`src/rtl/trivium_ks_xor_pkg.sv`:
```
// Constants shared between the Trivium keystream core and its XOR stage.
// BLK_W  : keystream block width, equal to the core's OUT width
// WORD_W : plaintext/ciphertext word width
// NWORDS : words per keystream block
// IDX_W  : width of a word index within a block
package trivium_ks_xor_pkg;

   localparam int unsigned BLK_W  = 512;
   localparam int unsigned WORD_W = 32;
   localparam int unsigned NWORDS = BLK_W / WORD_W;
   localparam int unsigned IDX_W  = $clog2(NWORDS);

   // Block buffer occupancy; LOADED means blk holds unused keystream words.
   typedef enum logic {
      EMPTY  = 1'b0,
      LOADED = 1'b1
   } blk_state_e;

endpackage

```
`src/rtl/trivium_ks_xor.sv`:
```
// Keystream XOR stage: buffers one keystream block from the core and XORs it
// word by word (word 0 first) with the plaintext stream to form ciphertext.
// Ports:
//   clk, reset         : clock, synchronous active-high reset
//   ks_in/valid/ready  : keystream block handshake (ks_in fed from core OUT)
//   pt_data/valid/last : plaintext word stream, pt_ready = accepted this cycle
//   ct_data/valid/last : registered ciphertext word stream, ct_ready from sink
//   word_cnt           : ciphertext words emitted since reset, wraps silently
module trivium_ks_xor
   import trivium_ks_xor_pkg::*;
#(
   parameter int unsigned CNT_W = 16
) (
   input  logic              clk,
   input  logic              reset,
   input  logic [BLK_W-1:0]  ks_in,
   input  logic              ks_valid,
   output logic              ks_ready,
   input  logic [WORD_W-1:0] pt_data,
   input  logic              pt_valid,
   input  logic              pt_last,
   output logic              pt_ready,
   output logic [WORD_W-1:0] ct_data,
   output logic              ct_valid,
   output logic              ct_last,
   input  logic              ct_ready,
   output logic [CNT_W-1:0]  word_cnt
);

   blk_state_e        state_q, state_d;
   logic [IDX_W-1:0]  idx_q, idx_d;
   logic [BLK_W-1:0]  blk_q;
   logic [WORD_W-1:0] ks_word;
   logic [WORD_W-1:0] ct_data_d;
   logic              ct_valid_d, ct_last_d;
   logic [CNT_W-1:0]  cnt_d;
   logic              blk_valid, out_free, pt_fire, blk_release, ks_fire;

   // Handshake qualifiers; the block is released on its last word or on pt_last
   // so that a new message always starts on a fresh block.
   assign blk_valid   = (state_q == LOADED);
   assign out_free    = !ct_valid || ct_ready;
   assign pt_ready    = blk_valid && out_free;
   assign pt_fire     = pt_valid && pt_ready;
   assign blk_release = pt_fire && ((idx_q == IDX_W'(NWORDS - 1)) || pt_last);
   assign ks_ready    = !blk_valid || blk_release;
   assign ks_fire     = ks_valid && ks_ready;

   assign ks_word = blk_q[WORD_W*idx_q +: WORD_W];

   // Next-state and output-register logic.
   always_comb begin
      state_d    = state_q;
      idx_d      = idx_q;
      ct_data_d  = ct_data;
      ct_valid_d = ct_valid;
      ct_last_d  = ct_last;
      cnt_d      = word_cnt;

      if (pt_fire) begin
         ct_data_d  = pt_data ^ ks_word;
         ct_valid_d = 1'b1;
         ct_last_d  = pt_last;
         idx_d      = IDX_W'(idx_q + 1'b1);
         cnt_d      = CNT_W'(word_cnt + 1'b1);
      end else if (ct_ready) begin
         ct_valid_d = 1'b0;
         ct_last_d  = 1'b0;
      end

      // A load in the release cycle swaps blocks with no bubble.
      if (ks_fire) begin
         state_d = LOADED;
         idx_d   = '0;
      end else if (blk_release) begin
         state_d = EMPTY;
      end
   end

   // Control and output registers.
   always_ff @(posedge clk) begin
      if (reset) begin
         state_q  <= EMPTY;
         idx_q    <= '0;
         ct_data  <= '0;
         ct_valid <= 1'b0;
         ct_last  <= 1'b0;
         word_cnt <= '0;
      end else begin
         state_q  <= state_d;
         idx_q    <= idx_d;
         ct_data  <= ct_data_d;
         ct_valid <= ct_valid_d;
         ct_last  <= ct_last_d;
         word_cnt <= cnt_d;
      end
   end

   // Keystream buffer; contents are only meaningful while LOADED.
   always_ff @(posedge clk) begin
      if (ks_fire) blk_q <= ks_in;
   end

endmodule

```
`config.mk`:
```
export PLATFORM = sky130hd
export DESIGN_NAME = trivium_ks_xor
export DESIGN_NICKNAME = d
export VERILOG_FILES = /design/src/rtl/trivium_ks_xor_pkg.sv /design/src/rtl/trivium_ks_xor.sv
export SDC_FILE = /design/constraint.sdc
export NUM_CORES = 1
export LEC_CHECK = 0
export BUFFER_PORTS_ARGS = -buffer_cell sky130_fd_sc_hd__clkbuf_2
export CAP_MARGIN = 40
export CORE_AREA = 2 2 236 238
export CTS_BUF_LIST = sky130_fd_sc_hd__clkbuf_4 sky130_fd_sc_hd__clkbuf_8
export CTS_CLUSTER_SIZE = 20
export DETAILED_ROUTE_END_ITERATION = 16
export DIE_AREA = 0 0 238 240
export REMOVE_ABC_BUFFERS = 1
export SLEW_MARGIN = 20
export SYNTH_ARGS = -nofsm -noshare
export SYNTH_HDL_FRONTEND = slang
export SYNTH_SLANG_ARGS = --single-unit
```
`constraint.sdc`:
```
create_clock -name clk -period 44.3 [get_ports clk]
set_input_delay 8.86 -clock clk [delete_from_list [all_inputs] [get_ports clk]]
set_output_delay 8.86 -clock clk [all_outputs]
set_load 0.01 [all_outputs]
```
==> flow_summary.yaml, run 1 <==
power_and_ir_drop:
  p_int_uw: 916
  irDropWorstVdd_uv: 28.2
  combPwrFrac: 0.065
  p_sw_frac: 0.216
  power_mw: 1.17
  p_sw_uw: 253
  p_seq_frac: 0.538
  power_density_nw_per_um2: 42.1
  p_leak_nw: 10.4
  clock_power_share: 0.397
logic_synthesis:
  yosysSeqAreaShare: 0.751
  synth_top_family_by_area: "multiplexers"
  synth_area_um2: 21900
  synth_compound_area_frac: 0.0192
  muxShareOfSynthArea: 0.163
  yosys.area.top_type_share: 0.701
  yosys.area_share.adder: 0.00114
  avgSynthCellArea_um2: 21.1
  synth_edf_count: 512
  yosysTopAreaCell: "edfxtp_1"
  synth_cell_types: 35
  synthFlopType: "edfxtp_1"
  syn_inst: 1038
  synth-simple-area-share: 0.0193
  synth_area_leaders: "edfxtp_1 70%, mux4_2 13%, dfxtp_1 5.0%"
  synth-seq-cells: 567
  ys.warnings.count: 0
  async_flop_share: 0
  synth_xor_area_frac: 0.0279
worst_setup_path:
  cp_max_fo: 10
  worstPathArrival_ns: 9.80
  r2r_slack_ns: 40.03
  critPathCaptureType: "primary output"
  cp.required_ns: 35.44
  worst-setup-path-type: "input pin to primary output"
  rr_worst_depth: 8
  start_kind: "input pin"
routing:
  wl_per_cell_um: 22.8
  dr.pass1.iters: 4
  num_vias: 12300
  via_per_inst: 4.95
  drc: 0
  drt_iter0_drc: 665
  routed_wl_um: 57000
  drtAntennaViolNets: 0
cts:
  cts_tree: "yes"
  clock_sinks: 567
  postCtsHoldBufs: 0
  htree_levels: 3
  cts_setup_buffers: 0
  clockRootBuffer: "clkbuf_8"
  clk_pin_slew_ns: 0.05
  cts_buffer_depth: 3
  post_cts_resized: 0
  clock_latency_ns: 0.68
  cts_made_buffers: 94
sta:
  rsz0062_at_grt: "no"
  worst-slew-pin-transition_ns: 0.792
  setup_viol: 0
  hold_viol_final: 0
  fin_crit_sh: 0.421
  max_freq_ghz: 0.0536
  skew_ns: 0.0298
  finalSetupTns_ns: 0
  final_max_slew_viol_count: 0
  max_slew_margin: 0.472
  fin_crit_ns: 18.66
cells_and_area:
  mostFrequentLayoutCells: "601 x clkbuf_2, 512 x edfxtp_1, 128 x mux4_2"
  fin_util: 0.508
  layout_commonest_cell: "clkbuf_2"
  layout.cells.non_filler: 2496
  syn_to_final_growth_pct: 26.5
  nFillCells: 4623
  nets: 2254
  drive_above_1_share: 0.517
die:
  rows: 86
  die-area_um2: 57100
  start_util: 0.401
  core_area_um2: 54700
  die_h_um: 240
  die_x_um: 238
  io_pins: 602
placement:
  dp_hpwl_um: 40900
  gp_congestion: 0.822
  io_buffers: 601
  dp_cells: 2308
run:
  max_cap_viol_count: 0
global_routing:
  grt_pass1_wl_um: 82200
  track_usage: 0.199
  antenna_found_initial: 23
  grt_pass1_vias: 13400
  grt_max_degree: 189
  globalRouteOverflowTotal: 0
hold_path:
  holdCritPathClass: "register to register"
  hold_depth: 2
outcome:
  outcome: "finished, final reports clean"
==> flip-flops by register name, indices dropped and copies added, names as in the netlist <==
| name | cells |
|---|---|
| word_cnt | 16 |
| ct_last | 1 |
| ct_valid | 1 |
| ct_data | 32 |
| idx_q | 4 |
| blk_q | 512 |
| blk_valid | 1 |
==> metrics by stage <==
step / area (um2) / setup WS [ns] / hold WS (ns)
after CTS: 27700 / 25.64 / 0.470
after floorplan: 21600 / 22.34 / 0.503
after global routing: 27800 / 25.58 / 0.491
after detailed placement: 25800 / 25.64 / 0.451
after global placement: 25600 / 25.68 / 0.444
final: 27800 / 25.64 / 0.465
==> layout make-up <==
class,count,area (um2),area share
Tap cell,704,881,0.0317
Inverter,5,18.8,0.000676
Multi-Input combinational cell,410,5090,0.183
Antenna cell,13,32.5,0.00117
Clock buffer,144,1700,0.0612
Clock inverter,29,205,0.00739
Sequential cell,567,16500,0.594
Timing Repair Buffer,624,3360,0.121
==> power by group through the flow <==
stage / Combinational [mW] / Clock (mW) / Sequential, mW
floorplan: 0.0345 / 0 / 0.655
global placement: 0.0728 / 0 / 0.639
detailed placement: 0.0760 / 0 / 0.641
CTS: 0.0763 / 0.478 / 0.630
global route: 0.0829 / 0.501 / 0.632
finish: 0.0757 / 0.464 / 0.629
==> worst max-delay path, cell delays in order <==
cell	delay (ns)
clkbuf_2	0.09
nand2b_1	0.34
a31o_2	0.36
clkbuf_2	0.14
==> cell usage after synthesis, types with 2 or more instances <==
cell	count
nand4_1	8
and2_1	3
mux2i_1	67
and3_1	2
buf_4	2
mux2_1	3
or3_1	6
or4_1	4
clkbuf_1	14
o21ai_0	5
o221ai_1	32
inv_1	5
o31ai_1	4
ha_1	2
edfxtp_1	512
nor2b_1	4
nand3_1	3
mux4_2	128
buf_6	18
buf_2	22
nor4_1	3
a21oi_1	11
xor2_1	69
dfxtp_1	55
nand2_1	35
nor2_1	12
==> path summary, 6_finish.rpt <==
check / to / startpoint
max: ks_ready / ct_ready
min: ct_data[1] / ct_data[1]
max reg2reg: blk_q[162] / idx_q[1]
min reg2reg: ct_data[1] / ct_data[1]
==> cell families (layout without fill, tap and decap cells) <==
group / Yosys count / after routing
and+or+nand+nor: 84 / 84
adders and majority gates: 2 / 2
other: 0 / 13
muxes: 198 / 198
AOI/OAI and AO/OA: 56 / 56
xor gates and xnor gates: 70 / 70
buffers and inverters: 61 / 802
DFF: 567 / 567
==> routing by layer <==
| metal | GRT usage | vias up | share of wire |
|---|---|---|---|
| li1 | - | 5639 | - |
| met1 | 0.224 | 6064 | 0.36 |
| met2 | 0.337 | 495 | 0.51 |
| met3 | 0.0858 | 128 | 0.096 |
| met4 | 0.0708 | 18 | 0.029 |
| met5 | 0 | - | 0.0020 |
Note: power is estimated with default switching activity, not from simulation.
==> inputs of run 2 (changes only) <==
Settings changed: CORE_AREA 2 2 236 238 to 2 2 237 239, DIE_AREA 0 0 238 240 to 0 0 239 241.
Clock period 44.3 ns to 18.25 ns, I/O delays scaled along.
==> flow_summary.yaml, run 2 (synthesis results as in run 1) <==
cts:
  clk_pin_slew_ns: 0.06
  clockRootBuffer: "clkbuf_8"
  cts_setup_buffers: 0
  htree_levels: 3
  clock_latency_ns: 0.66
  clock_sinks: 567
  cts_buffer_depth: 3
  cts_tree: "yes"
  cts_made_buffers: 93
  post_cts_resized: 0
  postCtsHoldBufs: 0
die:
  start_util: 0.400
  rows: 86
  core_area_um2: 54900
  die-area_um2: 57600
  die_h_um: 241
  io_pins: 602
  die_x_um: 239
outcome:
  outcome: "finished, final reports clean"
routing:
  wl_met1_um: 21200
  dr.pass1.iters: 5
  top_layer: "met5"
  num_vias: 12500
  route.met2.wl_um: 29400
  drtAntennaViolNets: 0
  wl_met3_um: 5190
  wl_per_cell_um: 23.0
  via_per_inst: 5.03
  drc: 0
  drt_iter0_drc: 672
  routed_wl_um: 57400
power_and_ir_drop:
  p_leak_nw: 10.4
  power_density_nw_per_um2: 102
  irDropWorstVdd_uv: 86.0
worst_setup_path:
  worstPathCellList: "clkbuf_2 -> nand2b_1 -> a31o_2 -> clkbuf_2"
  crit_path_frequent_cell: "clkbuf_2"
  max_stage_delay_ns: 0.37
  cp_max_fo: 10
  critPathCaptureType: "primary output"
  cp.required_ns: 14.60
  worst-setup-path-type: "input pin to primary output"
  worstPathArrival_ns: 4.58
  start_kind: "input pin"
  crit_slowest_cell: "a31o_2"
sta:
  finalSetupTns_ns: 0
  whs_ns: 0.465
  rsz0062_at_grt: "no"
  hold_viol_final: 0
  max_freq_ghz: 0.121
  fin_crit_ns: 8.23
  worst-slew-pin-transition_ns: 0.795
  setup_viol: 0
  fin_crit_sh: 0.451
  skew_ns: 0.0350
  final_max_slew_viol_count: 0
  max_slew_margin: 0.470
cells_and_area:
  nFillCells: 4628
  syn_to_final_growth_pct: 26.8
  multi_input_comb_area_um2: 5090
  reg_top3: "blk_q: 512 flops, ct_data: 32 flops, word_cnt: 16 flops"
  nets: 2257
  drive_above_1_share: 0.517
  layout_commonest_cell: "clkbuf_2"
  regArea_um2: 16500
  largest_register: "blk_q"
  largest_reg_flops: 512
  mostFrequentLayoutCells: "601 x clkbuf_2, 512 x edfxtp_1, 128 x mux4_2"
global_routing:
  grt_pass1_wl_um: 81800
  antenna_found_initial: 21
  track_usage: 0.196
  grt_pass1_vias: 13400
  grt_max_degree: 72
  globalRouteOverflowTotal: 0
hold_path:
  holdCritPathClass: "register to register"
run:
  max_cap_viol_count: 0
placement:
  gp_congestion: 0.812
  io_buffers: 601
  dp_hpwl_um: 41800
run 2: cell types whose count changed in the layout (fill, tap and decap cells not counted), sizes merged:
cell	before	now
clkinv	23	20
buf	23	27
diode	13	9
clkbuf	745	747
inv	8	7
bufinv	2	0
run 2: cell type report:
class	count	share of cell area
Sequential cell	567	0.593
Multi-Input combinational cell	410	0.183
Timing Repair Buffer	628	0.123
Clock buffer	146	0.0644
Tap cell	704	0.0317
Clock inverter	23	0.00396
Antenna cell	9	0.000810
Inverter	5	0.000675
run 2: report_power, final:
group	leakage [nW]	switching (mW)	internal [mW]
logic	4.07	0.0920	0.0965
clock network	1.02	0.492	0.621
registers	5.36	0.0212	1.51
total	10.4	0.605	2.22
run 2: path summary, 6_finish.rpt:
path	from	to	slack, ns	depth (start not counted)
worst max-delay path	ct_ready	ks_ready	10.02	4
worst min-delay path	ct_data[27]	ct_data[27]	0.46	2
worst max register to register	idx_q[0]	blk_q[157]	14.82	9
worst min register to register	ct_data[27]	ct_data[27]	0.46	2
run 2: through the flow:
step                      total power, mW  utilization  worst slack, ns  cells  area, um2
after floorplan                      1.67            -             1.04    982      21600
after global placement               1.73        0.466            10.05   2302      25600
after detailed placement             1.74        0.470            10.02   2310      25800
after CTS                            2.86        0.505            10.03   2479      27700
after global routing                 2.94        0.507             9.96   2489      27800
final                                2.83        0.507            10.02   2492      27800
run 2: layer usage:
layer | vias to the layer above | global-route usage
li1 | 5639 | -
met2 | 496 | 0.337
met1 | 6249 | 0.228
met3 | 122 | 0.0730
met4 | 24 | 0.0646
met5 | - | 0
run 2: critical path, delay by kind of cell:
| kind | cells | cell delay [ns] |
|---|---|---|
| AND/OR/NAND/NOR | 1 | 0.34 |
| AO/OA/AOI/OAI | 1 | 0.37 |
| buffers and inverters | 2 | 0.22 |
